[config.mk]
export PLATFORM = sky130hd
export DESIGN_NAME = cursor_paint_controller
export DESIGN_NICKNAME = d
export VERILOG_FILES = /design/src/rtl/cursor_paint_controller.sv
export SDC_FILE = /design/constraint.sdc
export NUM_CORES = 1
export LEC_CHECK = 0
export BUFFER_PORTS_ARGS = -buffer_cell sky130_fd_sc_hd__buf_2
export CORE_MARGIN = 2
export CORE_UTILIZATION = 45
export DETAILED_ROUTE_END_ITERATION = 10
export PLACE_DENSITY = 0.68
export SYNTH_ARGS = -nofsm -noshare
export SYNTH_HDL_FRONTEND = slang
export SYNTH_SLANG_ARGS = --single-unit
[constraint.sdc]
create_clock -name clock50MHz -period 4.3 [get_ports clock50MHz]
set_input_delay 0.215 -clock clock50MHz [delete_from_list [all_inputs] [get_ports clock50MHz]]
set_output_delay 0.215 -clock clock50MHz [all_outputs]
set_load 0.02 [all_outputs]
[src/rtl/cursor_paint_controller.sv]
// Cursor/paint front end: debounced buttons drive a wrapping cursor, paint writes and, when
// CURSOR_CLEAR_EN is defined, a full-screen clear sweep through the same write port.
module cursor_paint_controller #(
    parameter int GRID_W          = 64,
    parameter int GRID_H          = 48,
    parameter int DEBOUNCE_CYCLES = 500000,
    parameter int REPEAT_DELAY    = 25000000,
    parameter int REPEAT_RATE     = 5000000
) (
    input  logic       clock50MHz,
    input  logic       reset_n,
    input  logic       btn_up,
    input  logic       btn_down,
    input  logic       btn_left,
    input  logic       btn_right,
    input  logic       btn_paint,
    input  logic       btn_clear,
    input  logic [8:0] sw_color,
    output logic [5:0] x_cursor,
    output logic [5:0] y_cursor,
    output logic       write,
    output logic [2:0] r_write,
    output logic [2:0] g_write,
    output logic [2:0] b_write,
    output logic       busy
);

    localparam int B_UP = 0;
    localparam int B_DN = 1;
    localparam int B_LF = 2;
    localparam int B_RT = 3;
    localparam int B_PT = 4;
`ifdef CURSOR_CLEAR_EN
    localparam int B_CL = 5;
    localparam int NB   = 6;
`else
    localparam int NB   = 5;
`endif
    localparam int DBW    = $clog2(DEBOUNCE_CYCLES + 1);
    localparam int RP_MAX = (REPEAT_DELAY > REPEAT_RATE) ? REPEAT_DELAY : REPEAT_RATE;
    localparam int RPW    = $clog2(RP_MAX + 1);
    localparam logic [5:0] XMAX = 6'(GRID_W - 1);
    localparam logic [5:0] YMAX = 6'(GRID_H - 1);

    logic [NB-1:0]  w_raw;
    logic [NB-1:0]  r_sync1;
    logic [NB-1:0]  r_sync2;
    logic [NB-1:0]  r_level;
    logic [NB-1:0]  r_level_d;
    logic [NB-1:0]  w_press;
    logic [DBW-1:0] r_db_cnt [NB];
    logic [RPW-1:0] r_rep_cnt [4];
    logic [3:0]     r_rep_first;
    logic [3:0]     w_rep;
    logic [3:0]     w_step;
    logic [5:0]     w_x_next;
    logic [5:0]     w_y_next;
    logic           w_moved;
    logic           w_idle_write;

`ifdef CURSOR_CLEAR_EN
    assign w_raw = {btn_clear, btn_paint, btn_right, btn_left, btn_down, btn_up};
`else
    logic w_unused_clear;
    assign w_unused_clear = btn_clear;
    assign w_raw = {btn_paint, btn_right, btn_left, btn_down, btn_up};
`endif

    always_ff @(posedge clock50MHz) begin
        if (!reset_n) begin
            r_sync1   <= '0;
            r_sync2   <= '0;
            r_level   <= '0;
            r_level_d <= '0;
            for (int i = 0; i < NB; i++) r_db_cnt[i] <= '0;
        end else begin
            r_sync1   <= w_raw;
            r_sync2   <= r_sync1;
            r_level_d <= r_level;
            for (int i = 0; i < NB; i++) begin
                if (r_sync2[i] != r_level[i]) begin
                    if (r_db_cnt[i] == DBW'(DEBOUNCE_CYCLES - 1)) begin
                        r_level[i]  <= r_sync2[i];
                        r_db_cnt[i] <= '0;
                    end else begin
                        r_db_cnt[i] <= r_db_cnt[i] + DBW'(1);
                    end
                end else begin
                    r_db_cnt[i] <= '0;
                end
            end
        end
    end

    assign w_press = r_level & ~r_level_d;

    // A zero count means disarmed: only a fresh press arms the repeat timer, so a button
    // still held when a sweep ends never starts repeating on its own.
    always_ff @(posedge clock50MHz) begin
        if (!reset_n) begin
            for (int d = 0; d < 4; d++) r_rep_cnt[d] <= '0;
            r_rep_first <= '1;
        end else begin
            for (int d = 0; d < 4; d++) begin
                if (busy || !r_level[d]) begin
                    r_rep_cnt[d]   <= '0;
                    r_rep_first[d] <= 1'b1;
                end else if (w_press[d]) begin
                    r_rep_cnt[d]   <= RPW'(1);
                    r_rep_first[d] <= 1'b1;
                end else if (w_rep[d]) begin
                    r_rep_cnt[d]   <= RPW'(1);
                    r_rep_first[d] <= 1'b0;
                end else if (r_rep_cnt[d] != '0) begin
                    r_rep_cnt[d]   <= r_rep_cnt[d] + RPW'(1);
                end
            end
        end
    end

    always_comb begin
        for (int d = 0; d < 4; d++) begin
            w_rep[d]  = r_level[d] && (r_rep_cnt[d] != '0) && (r_rep_cnt[d] ==
                        (r_rep_first[d] ? RPW'(REPEAT_DELAY) : RPW'(REPEAT_RATE)));
            w_step[d] = !busy && (w_press[d] || w_rep[d]);
        end
    end

    always_comb begin
        w_x_next = x_cursor;
        w_y_next = y_cursor;
        if (w_step[B_RT] && !w_step[B_LF]) begin
            w_x_next = (x_cursor == XMAX) ? 6'd0 : x_cursor + 6'd1;
        end else if (w_step[B_LF] && !w_step[B_RT]) begin
            w_x_next = (x_cursor == 6'd0) ? XMAX : x_cursor - 6'd1;
        end
        if (w_step[B_DN] && !w_step[B_UP]) begin
            w_y_next = (y_cursor == YMAX) ? 6'd0 : y_cursor + 6'd1;
        end else if (w_step[B_UP] && !w_step[B_DN]) begin
            w_y_next = (y_cursor == 6'd0) ? YMAX : y_cursor - 6'd1;
        end
    end

    assign w_moved      = (w_x_next != x_cursor) || (w_y_next != y_cursor);
    assign w_idle_write = (w_press[B_PT] && !busy) || (r_level[B_PT] && w_moved);

`ifdef CURSOR_CLEAR_EN
    typedef enum logic [1:0] {StIdle, StClear, StRestore} state_t;

    state_t     r_state;
    logic [5:0] r_save_x;
    logic [5:0] r_save_y;
    logic       w_clear_press;

    assign w_clear_press = w_press[B_CL] && !busy;

    // The colour outputs double as the sweep colour latch: they are not reloaded mid-sweep.
    always_ff @(posedge clock50MHz) begin
        if (!reset_n) begin
            r_state  <= StIdle;
            r_save_x <= '0;
            r_save_y <= '0;
            x_cursor <= '0;
            y_cursor <= '0;
            write    <= 1'b0;
            r_write  <= '0;
            g_write  <= '0;
            b_write  <= '0;
            busy     <= 1'b0;
        end else begin
            unique case (r_state)
                StIdle: begin
                    if (w_clear_press) begin
                        r_save_x                    <= x_cursor;
                        r_save_y                    <= y_cursor;
                        x_cursor                    <= '0;
                        y_cursor                    <= '0;
                        write                       <= 1'b1;
                        {r_write, g_write, b_write} <= sw_color;
                        busy                        <= 1'b1;
                        r_state                     <= StClear;
                    end else begin
                        x_cursor <= w_x_next;
                        y_cursor <= w_y_next;
                        write    <= w_idle_write;
                        if (w_idle_write) {r_write, g_write, b_write} <= sw_color;
                    end
                end
                StClear: begin
                    if (x_cursor == XMAX && y_cursor == YMAX) begin
                        write   <= 1'b0;
                        r_state <= StRestore;
                    end else begin
                        write <= 1'b1;
                        if (x_cursor == XMAX) begin
                            x_cursor <= '0;
                            y_cursor <= y_cursor + 6'd1;
                        end else begin
                            x_cursor <= x_cursor + 6'd1;
                        end
                    end
                end
                StRestore: begin
                    x_cursor <= r_save_x;
                    y_cursor <= r_save_y;
                    write    <= 1'b0;
                    busy     <= 1'b0;
                    r_state  <= StIdle;
                end
                default: r_state <= StIdle;
            endcase
        end
    end
`else
    assign busy = 1'b0;

    always_ff @(posedge clock50MHz) begin
        if (!reset_n) begin
            x_cursor <= '0;
            y_cursor <= '0;
            write    <= 1'b0;
            r_write  <= '0;
            g_write  <= '0;
            b_write  <= '0;
        end else begin
            x_cursor <= w_x_next;
            y_cursor <= w_y_next;
            write    <= w_idle_write;
            if (w_idle_write) {r_write, g_write, b_write} <= sw_color;
        end
    end
`endif

endmodule

==> reports/metrics.cfg, run 1 <==
[clock_network]
clk_pin_slew_worst_paths_ns = 0.06
htree_levels = 1
insertion_delay_ns = 0.52
root_buffer = clkbuf_16
cts_max_path_buffers = 3
cts.sinks = 241
numCtsBuffers = 25
cts-resized-gates = 0
cts_tree = built

[synth]
synth_seq_area_share_pct = 52.4
synthDistinctLibCells = 73
synth-edff-count = 195
postSynth.asyncResetShare_pct = 0
ys.warnings.count = 0
synth_area_per_cell_um2 = 10.0
post_synth_inst_count = 1289
postSynthRegisterBits = 241
synth.cell_area_um2 = 12900
yosys_most_used_dff = edfxtp_1

[run]
max_cap_viol_count = 0

[place]
detailed_place.area_um2 = 13800
place.port_buffers = 37
dp_slack_ns = 1.15
globalplace.congestion = 0.829
hpwlAfterDp_um = 16700

[pwr]
totalPowerFinal_w = 0.00501
power.density_cell_area_nw_per_um2 = 338
cellLeakagePower_nw = 5.21
irDropWorstVdd_mv = 0.211

[finish]
area_growth_pct = 14.6
drive_above_1_share_pct = 7.29
final_nets = 1459
fillers = 2556
multiInputGateArea_um2 = 6190
post-route-cell-area_um2 = 14800
antennaDiodeCount = 0
layout.area.seq_um2 = 6780

[critical_path]
path_max_fanout = 12
timing.critical_path.max_delay_family = compound AO/OA/AOI/OAI gates
cp_data_required_time_ns = 4.74
critical_path.max_stage_delay_ns = 0.58
crit_arrival_ns = 3.62
timing.critical_path.cells = nor4_2 -> nand4b_1 -> a2111o_1 -> a21boi_1 -> nor2_1 -> o31a_1 -> mux2i_1
cp_slowest_cell = o31a_1
critical_path.startpoint_type = flip-flop
worst_path_bufs_invs = 0
worstSetupPathType = reg -> reg
setup.worst_path.end_class = flip-flop

[hold_path]
type_of_the_most_critical_hold_path = in -> reg

[status]
run_status = complete, no violations

[timing]
final_hold_viol_count = 0
fin_ws_ns = 1.12
final.hold.worst_slack_ns = 0.0270
finalCriticalPeriod_ns = 3.18
report.final.setup_viol = 0
final.period_utilization_pct = 73.9
finalSetupTns_ns = 0
transition_at_the_pin_with_the_smallest_max_transition_slack_ns = 1.18
fmax_ghz = 0.315
grt_setup_unrepaired = no
timing.clock.skew_ns = 0.0106
finalMaxSlewViolations = 0
timing.max_slew.rel_slack_pct = 21.3

[die]
die_w_um = 173
pin_count = 40
start_util_pct = 45.4
core.rowCount = 62
fp.coreArea_um2 = 28500
dieHeight_um = 173
die_area_um2 = 30100

[global_route]
grt-ovfl-total = 0
antenna_found_initial = 1
grt_max_degree = 35
grt_first_pass_wirelength_um = 42400
grt_use_total_pct = 16.5
grt_pass1_vias = 9106

[detailed_routing]
wl_per_cell_um = 13.4
remaining_drc_errors = 0
routed_via_density = 5.14
postRouteWirelength_um = 24500
firstDrtPassIters = 5
detail_route.iter0.violations = 553
total_number_of_vias = 9378
ant_nets = 0

[cell families (layout without fill, tap and decap cells)]
| kind of cell | after synthesis | count (layout) | synth area share (%) |
|---|---|---|---|
| AO/OA/AOI/OAI | 82 | 82 | 4.75 |
| XOR/XNOR | 176 | 176 | 11.9 |
| adder cells (fa/ha/maj) | 20 | 20 | 1.92 |
| buffers and inverters | 78 | 136 | 2.40 |
| flip-flops | 241 | 241 | 52.4 |
| multiplexers | 15 | 15 | 1.17 |
| other | 2 | 96 | 0.0581 |
| AND/OR/NAND/NOR | 675 | 675 | 25.3 |
[synth_stat cells (all sizes together) (17+ instances only)]
| cell type | n | area share (%) |
|---|---|---|
| nor2 | 251 | 7.3 |
| clkbuf | 37 | 1.1 |
| nand4 | 54 | 2.6 |
| inv | 34 | 0.99 |
| a21oi | 21 | 0.81 |
| ha | 19 | 1.8 |
| nor4 | 31 | 1.5 |
| or3 | 17 | 0.82 |
| and2 | 23 | 1.1 |
| xor2 | 114 | 7.7 |
| dfxtp | 46 | 7.1 |
| nor3 | 18 | 0.70 |
| o21ai | 21 | 0.81 |
| nand3 | 80 | 3.1 |
| edfxtp | 195 | 45 |
| nand2 | 122 | 3.5 |
| and3 | 35 | 1.7 |
| xnor2 | 62 | 4.2 |
[layer usage]
| metal | up-vias | track usage (%) | part of all wire, % |
|---|---|---|---|
| li1 | 4753 | - | - |
| met1 | 4454 | 22.2 | 47 |
| met2 | 126 | 27.8 | 47 |
| met3 | 43 | 2.17 | 3.3 |
| met4 | 2 | 4.80 | 2.4 |
| met5 | - | 0 | 0.029 |
[report_power, final]
part / leakage, nW / switching [W] / internal (W)
Clock: 0.431 / 0.000877 / 0.00141
Sequential: 2.59 / 0.0000454 / 0.00255
Combinational: 2.19 / 0.0000733 / 0.0000559
Total: 5.21 / 0.000996 / 0.00401
[layout make-up]
cell class / instances / share of cell area, %
Clock inverter: 9 / 0.971
Timing Repair Buffer: 56 / 2.45
Sequential cell: 241 / 45.8
Clock buffer: 36 / 4.91
Multi-Input combinational cell: 1064 / 41.8
Inverter: 35 / 0.887
Tap cell: 384 / 3.24
[worst paths after layout]
path	cells after the start	endpoint	slack, ns	startpoint
hold reg to reg	1	r_rep_first[2]	0.42	r_level_d[2]
setup / recovery	7	g_write[1]	1.12	r_rep_cnt[3][13]
setup reg to reg	7	g_write[1]	1.12	r_rep_cnt[3][13]
hold / removal	2	x_cursor[3]	0.03	reset_n
[cells in the final DEF (no fill, tap or decap), types with 6 or more instances in the layout]
cell | Yosys | final
nor2_1 | 251 | 251
edfxtp_1 | 195 | 195
nand2_1 | 122 | 122
xor2_1 | 114 | 114
conb_1 | 2 | 96
nand3_1 | 79 | 79
xnor2_1 | 62 | 62
nand4_1 | 54 | 54
dfxtp_1 | 46 | 46
buf_2 | 2 | 37
and3_1 | 35 | 35
inv_1 | 34 | 34
nor4_1 | 30 | 30
clkbuf_16 | 0 | 25
and2_1 | 22 | 22
a21oi_1 | 21 | 21
o21ai_0 | 21 | 21
ha_1 | 19 | 19
nor3_1 | 18 | 18
or3_1 | 17 | 17
mux2i_1 | 14 | 14
dlygate4sd3_1 | 0 | 14
and4_1 | 7 | 7
nand4b_1 | 6 | 6
nor4b_1 | 6 | 6
a211oi_1 | 6 | 6
clkbuf_8 | 0 | 6
[metrics by stage]
step / cells / utilization (%)
final: 1825 / 52.0
after global placement: 1766 / 48.5
after global routing: 1825 / 52.0
after floorplan: 1383 / -
after CTS: 1825 / 52.0
after detailed placement: 1766 / 48.5
[timing repair]
| action | CTS | global route |
|---|---|---|
| hold buffers | 14 | 0 |
| hold endpoints to repair | 14 | 0 |
| buffers inserted | 0 | 0 |
[state kept, by name, summed over array words and instances (netlist names)]
register / flops
g_write: 3
r_db_cnt: 95
r_rep_cnt: 100
r_rep_first: 4
r_level_d: 5
r_sync2: 5
write: 1
r_level: 5
x_cursor: 6
r_write: 3
y_cursor: 6
b_write: 3
r_sync1: 5
Note: power is estimated with default switching activity, not from simulation.
==> inputs of run 2 (changes only) <==
--- a/config.mk
+++ b/config.mk
@@ -5,6 +5,7 @@
 export SDC_FILE = /design/constraint.sdc
 export NUM_CORES = 1
 export LEC_CHECK = 0
+export ABC_AREA = 1
 export BUFFER_PORTS_ARGS = -buffer_cell sky130_fd_sc_hd__buf_2
 export CORE_MARGIN = 2
 export CORE_UTILIZATION = 45
==> constraint.sdc (replaced) <==
create_clock -name clock50MHz -period 3.1 [get_ports clock50MHz]
set_input_delay 0.155 -clock clock50MHz [delete_from_list [all_inputs] [get_ports clock50MHz]]
set_output_delay 0.155 -clock clock50MHz [all_outputs]
set_load 0.02 [all_outputs]
==> run 2 against run 1 <==
Against the previous run: critical path depth rose by 1; design area up 7.7%; combinational power rose by 25%; non-clock buffer count grew 13; global-route usage increased by 0.66 points; register-to-register slack worse by 0.55 ns; clock power grew 42%; utilization rose by 0.38 points; wire length is 11% higher; first-iteration DRC count up 22%; critical path type unchanged; critical endpoint is now r_rep_cnt[1][14].
==> reports/metrics.cfg, run 2 <==
[global_route]
grt_pass1_vias = 10900  ; was 9106
grt-ovfl-total = 0  ; unchanged
grt_first_pass_wirelength_um = 48300  ; was 42400 um
grt_use_total_pct = 17.1  ; was 16.5%
antenna_found_initial = 0  ; was 1
grt_max_degree = 27  ; was 35

[die]
fp.coreArea_um2 = 30400  ; was 28500 um2
start_util_pct = 45.5  ; was 45.4%
pin_count = 40  ; unchanged
die_w_um = 179  ; was 173 um
die_area_um2 = 32200  ; was 30100 um2
dieHeight_um = 179  ; was 173 um
core.rowCount = 64  ; was 62

[clock_network]
ctsHoldBuffers = 15  ; was 14
htree_levels = 1  ; unchanged
cts-resized-gates = 0  ; unchanged
clk_pin_slew_worst_paths_ns = 0.05  ; was 0.06 ns
cts_max_path_buffers = 3  ; unchanged
root_buffer = clkbuf_16  ; unchanged
cts_post_setup_buffers_inserted = 0  ; unchanged
insertion_delay_ns = 0.54  ; was 0.52 ns
numCtsBuffers = 29  ; was 25
cts_tree = built  ; unchanged
cts.sinks = 241  ; unchanged

[detailed_routing]
firstDrtPassIters = 5  ; unchanged
detail_route.iter0.violations = 672  ; was 553
routed_via_density = 4.92  ; was 5.14
remaining_drc_errors = 0  ; unchanged
ant_nets = 0  ; unchanged
total_number_of_vias = 11200  ; was 9378
wl_per_cell_um = 12.0  ; was 13.4 um
postRouteWirelength_um = 27300  ; was 24500 um

[synth]
ys_top_cells_by_area = edfxtp_1 42%, nor2_1 7.9%, nand2_1 7.8%  ; was edfxtp_1 45%, xor2_1 7.7%, nor2_1 7.3%
synth_top_area_cell = edfxtp_1  ; unchanged
post_synth_inst_count = 1693  ; was 1289
synth_area_per_cell_um2 = 8.18  ; was 10.0 um2
yosys_most_used_dff = edfxtp_1  ; unchanged
ys.warnings.count = 0  ; unchanged
synth_seq_area_share_pct = 48.9  ; was 52.4%
synthTopCellsByCount = 292 x nor2_1, 287 x nand2_1, 248 x inv_1  ; was 251 x nor2_1, 195 x edfxtp_1, 122 x nand2_1
synth-edff-count = 195  ; unchanged
synthDistinctLibCells = 53  ; was 73
synth.cell_area_um2 = 13900  ; was 12900 um2
yosysTopAreaCellShare_pct = 42.3  ; was 45.3%
post-synth-top-count-cell = nor2_1  ; unchanged
postSynthRegisterBits = 241  ; unchanged
postSynth.asyncResetShare_pct = 0  ; unchanged

[timing]
grt_setup_unrepaired = no  ; unchanged
report.final.setup_viol = 0  ; unchanged
final.hold.worst_slack_ns = 0.337  ; was 0.0270 ns
timing.clock.skew_ns = 0.0194  ; was 0.0106 ns
finalMaxSlewViolations = 0  ; unchanged
transition_at_the_pin_with_the_smallest_max_transition_slack_ns = 0.772  ; was 1.18 ns
finalSetupTns_ns = 0  ; unchanged
timing.max_slew.rel_slack_pct = 48.4  ; was 21.3%
final_hold_viol_count = 0  ; unchanged
final.period_utilization_pct = 81.5  ; was 73.9%
fmax_ghz = 0.396  ; was 0.315 GHz
finalCriticalPeriod_ns = 2.53  ; was 3.18 ns

[finish]
most_common_cell_after_layout_fill_and_taps_aside = nor2_1  ; unchanged
final_nets = 1894  ; was 1459
largest_register_ffs = 100  ; unchanged
area_growth_pct = 15.1  ; was 14.6%
highest_count_cells_in_the_layout_ignoring_fill_and_taps = 292 x nor2_1, 287 x nand2_1, 248 x inv_1  ; was 251 x nor2_1, 195 x edfxtp_1, 122 x nand2_1
post-route-cell-area_um2 = 15900  ; was 14800 um2
final_util_pct = 52.4  ; was 52.0%
layout.cells.non_filler = 2277  ; was 1825
antennaDiodeCount = 0  ; unchanged
drive_above_1_share_pct = 8.72  ; was 7.29%
largest_register = r_rep_cnt  ; unchanged
biggestRegsByFlops = r_rep_cnt x100, r_db_cnt x95  ; unchanged

[pwr]
sw_frac_of_total_pct = 21.0  ; was 19.9%
power.internal_w = 0.00551  ; was 0.00401 W
power_frac_seq_pct = 51.4  ; was 51.8%
comb_power_share_pct = 2.3  ; was 2.6%
power.density_cell_area_nw_per_um2 = 437  ; was 338 nW/um2
cellLeakagePower_nw = 6.48  ; was 5.21 nW
net-switching-power_w = 0.00146  ; was 0.000996 W
irDropWorstVdd_mv = 0.378  ; was 0.211 mV
clock_power_share_pct = 46.3  ; was 45.6%

[critical_path]
regToRegSetupSlack_ns = 0.57  ; was 1.12 ns
worstSetupPathType = reg -> reg  ; unchanged
path_max_fanout = 13  ; was 12
critical_path.startpoint_type = flip-flop  ; unchanged
worst_reg2reg_path_depth = 8  ; was 7
crit_arrival_ns = 2.82  ; was 3.62 ns
cp_data_required_time_ns = 3.39  ; was 4.74 ns
setup.worst_path.end_class = flip-flop  ; unchanged

[place]
placed_cells_incl_taps = 2208  ; was 1766
globalplace.congestion = 0.884  ; was 0.829
detailed_place.area_um2 = 14900  ; was 13800 um2
place.port_buffers = 37  ; unchanged
hpwlAfterDp_um = 19500  ; was 16700 um

[hold_path]
type_of_the_most_critical_hold_path = in -> reg  ; unchanged
holdPathStages = 4  ; was 2

[run]
max_cap_viol_count = 0  ; unchanged

[status]
run_status = complete, no violations  ; unchanged

-- run 2: power by group through the flow --
| stage | combinational [W] | clock [W] | sequential [W] |
|---|---|---|---|
| after floorplan | 0.000110 | 0 | 0.00363 |
| after global placement | 0.000140 | 0 | 0.00364 |
| after detailed placement | 0.000142 | 0 | 0.00365 |
| after CTS | 0.000158 | 0.00331 | 0.00358 |
| after global routing | 0.000189 | 0.00345 | 0.00359 |
| final | 0.000161 | 0.00323 | 0.00358 |
-- run 2: final cells by class --
| cell class | instances | area [um2] |
|---|---|---|
| Clock buffer | 44 | 863 |
| Sequential cell | 241 | 6780 |
| Inverter | 256 | 961 |
| Fill cell | 2858 | 14500 |
| Multi-Input combinational cell | 1261 | 6330 |
| Tap cell | 396 | 495 |
| Timing Repair Buffer | 69 | 463 |
| Clock inverter | 10 | 60.1 |
-- run 2: per-stage QoR --
step                      setup slack [ns]  total power (W)
after floorplan                      0.433          0.00374
after global placement               0.611          0.00378
after detailed placement             0.594          0.00379
after CTS                            0.565          0.00705
after global routing                 0.303          0.00723
final                                0.575          0.00697
-- run 2: worst max-delay path, cell delays in order, from the launching register on --
cell	delay (ns)
edfxtp_1	0.43
or2_1	0.27
nor2_1	0.16
nand3_1	0.09
o41ai_1	0.41
nor2_1	0.16
inv_1	0.36
nand3_1	0.16
buf_4	0.23
-- run 2: worst paths after layout --
check,from,to
max,r_rep_cnt[1][12],r_rep_cnt[1][14]
min,btn_right,r_sync1[3]
max reg2reg,r_rep_cnt[1][12],r_rep_cnt[1][14]
min reg2reg,r_sync1[4],r_sync2[4]
-- run 2: layer usage --
| metal | GRT usage [%] | wire, um | vias to the layer above |
|---|---|---|---|
| met1 | 22.8 | 13200 | 5126 |
| met3 | 2.27 | 776 | 58 |
| met5 | 0 | 0 | - |
| li1 | - | - | 5860 |
| met4 | 4.36 | 627 | 0 |
| met2 | 29.5 | 12800 | 152 |
-- run 2: kinds of logic after synthesis --
logic type / synth area share, %
adder cells (fa/ha/maj): 1.72
buffers and inverters: 7.99
AND/OR/NAND/NOR: 29.8
other: 0.0542
AO/OA/AOI/OAI: 6.84
flip-flops: 48.9
XOR/XNOR: 4.74
==> inputs of run 3 (changes only) <==
--- a/config.mk
+++ b/config.mk
@@ -10,7 +10,7 @@
 export CORE_MARGIN = 2
 export CORE_UTILIZATION = 45
 export DETAILED_ROUTE_END_ITERATION = 10
-export PLACE_DENSITY = 0.68
+export PLACE_DENSITY = 0.7
 export SYNTH_ARGS = -nofsm -noshare
 export SYNTH_HDL_FRONTEND = slang
 export SYNTH_SLANG_ARGS = --single-unit
==> constraint.sdc (replaced) <==
create_clock -name clock50MHz -period 2.2 [get_ports clock50MHz]
set_input_delay 0.11 -clock clock50MHz [delete_from_list [all_inputs] [get_ports clock50MHz]]
set_output_delay 0.11 -clock clock50MHz [all_outputs]
set_load 0.02 [all_outputs]
==> run 3 against run 2 <==
Against the previous run: register-to-register slack worse by 0.55 ns; first-iteration DRC count is 4.2% higher; flip-flop and latch count unchanged; final cell count rose by 3.6%; largest cell class is now multi-input gates; largest power group unchanged.
==> reports/metrics.cfg, run 3 (synthesized netlist as in run 2, its figures left out) <==
[die]
die_w_um = 179  ; unchanged
pin_count = 40  ; unchanged
fp.coreArea_um2 = 30400  ; unchanged
die_area_um2 = 32200  ; unchanged
core.rowCount = 64  ; unchanged
dieHeight_um = 179  ; unchanged
start_util_pct = 45.5  ; unchanged

[clock_network]
numCtsBuffers = 27  ; was 29
cts_max_path_buffers = 3  ; unchanged
htree_levels = 1  ; unchanged
root_buffer = clkbuf_16  ; unchanged
insertion_delay_ns = 0.54  ; about the same
cts.sinks = 241  ; unchanged
clk_pin_slew_worst_paths_ns = 0.06  ; was 0.05 ns
cts_tree = built  ; unchanged

[place]
globalplace.congestion = 0.939  ; was 0.884
place.port_buffers = 37  ; unchanged
hpwlAfterDp_um = 20900  ; was 19500 um
detailed_place.area_um2 = 15300  ; was 14900 um2

[detailed_routing]
total_number_of_vias = 11800  ; was 11200
wl_per_cell_um = 12.8  ; was 12.0 um
postRouteWirelength_um = 30300  ; was 27300 um
remaining_drc_errors = 0  ; unchanged
routed_via_density = 5.01  ; was 4.92
firstDrtPassIters = 5  ; unchanged
ant_nets = 0  ; unchanged
detail_route.iter0.violations = 700  ; was 672

[finish]
layout.area.seq_um2 = 6780  ; about the same
most_common_cell_after_layout_fill_and_taps_aside = nand2_1  ; was nor2_1
largest_register_ffs = 100  ; unchanged
multiInputGateArea_um2 = 7000  ; was 6330 um2
final_nets = 1978  ; was 1894
fillers = 2735  ; was 2858
biggestRegsByFlops = r_rep_cnt x100, r_db_cnt x95  ; unchanged
highest_count_cells_in_the_layout_ignoring_fill_and_taps = 272 x nand2_1, 266 x nor2_1, 239 x inv_1  ; was 292 x nor2_1, 287 x nand2_1, 248 x inv_1
largest_register = r_rep_cnt  ; unchanged
post-route-cell-area_um2 = 17200  ; was 15900 um2
drive_above_1_share_pct = 17.5  ; was 8.72%
area_growth_pct = 24.3  ; was 15.1%
antennaDiodeCount = 0  ; unchanged

[pwr]
sw_frac_of_total_pct = 20.8  ; was 21.0%
cellLeakagePower_nw = 7.05  ; was 6.48 nW
power.density_cell_area_nw_per_um2 = 555  ; was 437 nW/um2
power.internal_w = 0.00758  ; was 0.00551 W
clock_power_share_pct = 44.6  ; was 46.3%
net-switching-power_w = 0.00199  ; was 0.00146 W
comb_power_share_pct = 2.6  ; was 2.3%
power_frac_seq_pct = 52.7  ; was 51.4%
irDropWorstVdd_mv = 0.610  ; was 0.378 mV
totalPowerFinal_w = 0.00957  ; was 0.00697 W

[timing]
final.period_utilization_pct = 98.9  ; was 81.5%
final.hold.worst_slack_ns = 0.294  ; was 0.337 ns
fmax_ghz = 0.460  ; was 0.396 GHz
timing.clock.skew_ns = 0.0212  ; was 0.0194 ns
finalMaxSlewViolations = 0  ; unchanged
final_hold_viol_count = 0  ; unchanged
grt_setup_unrepaired = yes  ; was no
report.final.setup_viol = 0  ; unchanged
finalCriticalPeriod_ns = 2.18  ; was 2.53 ns

[critical_path]
worstSetupPathType = reg -> reg  ; unchanged
path_max_fanout = 3  ; was 13
crit_arrival_ns = 2.58  ; was 2.82 ns
setup.worst_path.end_class = flip-flop  ; unchanged
cp_data_required_time_ns = 2.60  ; was 3.39 ns
critical_path.startpoint_type = flip-flop  ; unchanged

[status]
run_status = complete, no violations  ; unchanged

[hold_path]
type_of_the_most_critical_hold_path = in -> reg  ; unchanged

[run]
max_cap_viol_count = 0  ; unchanged

[global_route]
grt_first_pass_wirelength_um = 50100  ; was 48300 um
antenna_found_initial = 0  ; unchanged
grt_max_degree = 26  ; was 27
grt-ovfl-total = 0  ; unchanged
grt_use_total_pct = 17.8  ; was 17.1%
grt_pass1_vias = 11100  ; was 10900

==> run 3: cell count changes in the layout (fill, tap and decap cells not counted), sizes merged <==
| cell | previous run | this run |
|---|---|---|
| clkinv | 9 | 7 |
| nand2 | 299 | 301 |
| inv | 257 | 254 |
| clkbuf | 44 | 42 |
| bufinv | 0 | 1 |
| clkinvlp | 0 | 1 |
| buf | 54 | 135 |
| dlygate4sd3 | 15 | 17 |
| nand3 | 102 | 103 |
==> run 3: through the flow <==
step / util [%] / setup slack [ns] / std cells / TNS, ns
floorplan: - / -0.385 / 1787 / -16.60
global placement: 50.3 / 0.0671 / 2256 / 0
detailed placement: 50.3 / 0.0193 / 2256 / 0
CTS: 53.7 / 0.0105 / 2322 / 0
global route: 56.6 / -0.133 / 2358 / -2.44
finish: 56.6 / 0.0239 / 2358 / 0
==> run 3: final cells by class <==
class / instances / area share, %
multi-input cells: 1264 / 40.6
flip-flops and latches: 241 / 39.3
repair buffers: 152 / 6.75
inverters: 256 / 5.61
clock buffers: 42 / 4.48
well taps: 396 / 2.88
clock inverters: 7 / 0.349
==> run 3: power groups by stage <==
stage               Combinational (W)  Sequential, W  Clock [W]
CTS                          0.000235        0.00504    0.00437
global route                 0.000289        0.00506    0.00454
finish                       0.000250        0.00505    0.00427
detailed placement           0.000210        0.00514          0
global placement             0.000204        0.00513          0
floorplan                    0.000156        0.00512          0
==> run 3: final timing paths <==
check                        from               end  slack [ns]  cells past startpoint
setup reg to reg  r_rep_cnt[0][0]  r_rep_cnt[0][18]        0.02                     13
hold reg to reg        r_sync1[3]        r_sync2[3]        0.41                      2
hold / removal          btn_right        r_sync1[3]        0.29                      4
setup / recovery  r_rep_cnt[0][0]  r_rep_cnt[0][18]        0.02                     13
==> run 3: worst max-delay path: stages, from the launching register on <==
cell,delay [ns]
edfxtp_1,0.40
buf_6,0.13
ha_4,0.14
nand3_4,0.08
nor3_4,0.22
nand3_2,0.13
nor2_4,0.17
nand3_4,0.10
nor2_4,0.18
nand2_4,0.10
nor2_4,0.11
xor2_1,0.16
inv_1,0.05
nor2_1,0.08
==> run 3: what timing repair did <==
action / 4_1_cts / 5_1_grt
hold buffers: 17 / 0
pin swaps: 0 / 45
buffers inserted: 0 / 33
setup endpoints to repair: 36 / 237
gates cloned: 0 / 3
endpoints found under the hold margin: 16 / 0
gates resized for setup: 5 / 154
==> run 3: metal layers <==
metal	vias to the layer above	share of wire (%)	GRT usage, %
li1	6035	-	-
met1	5545	46	24.1
met2	183	49	30.8
met3	42	3.4	2.13
met4	0	1.8	3.77
met5	-	0	0
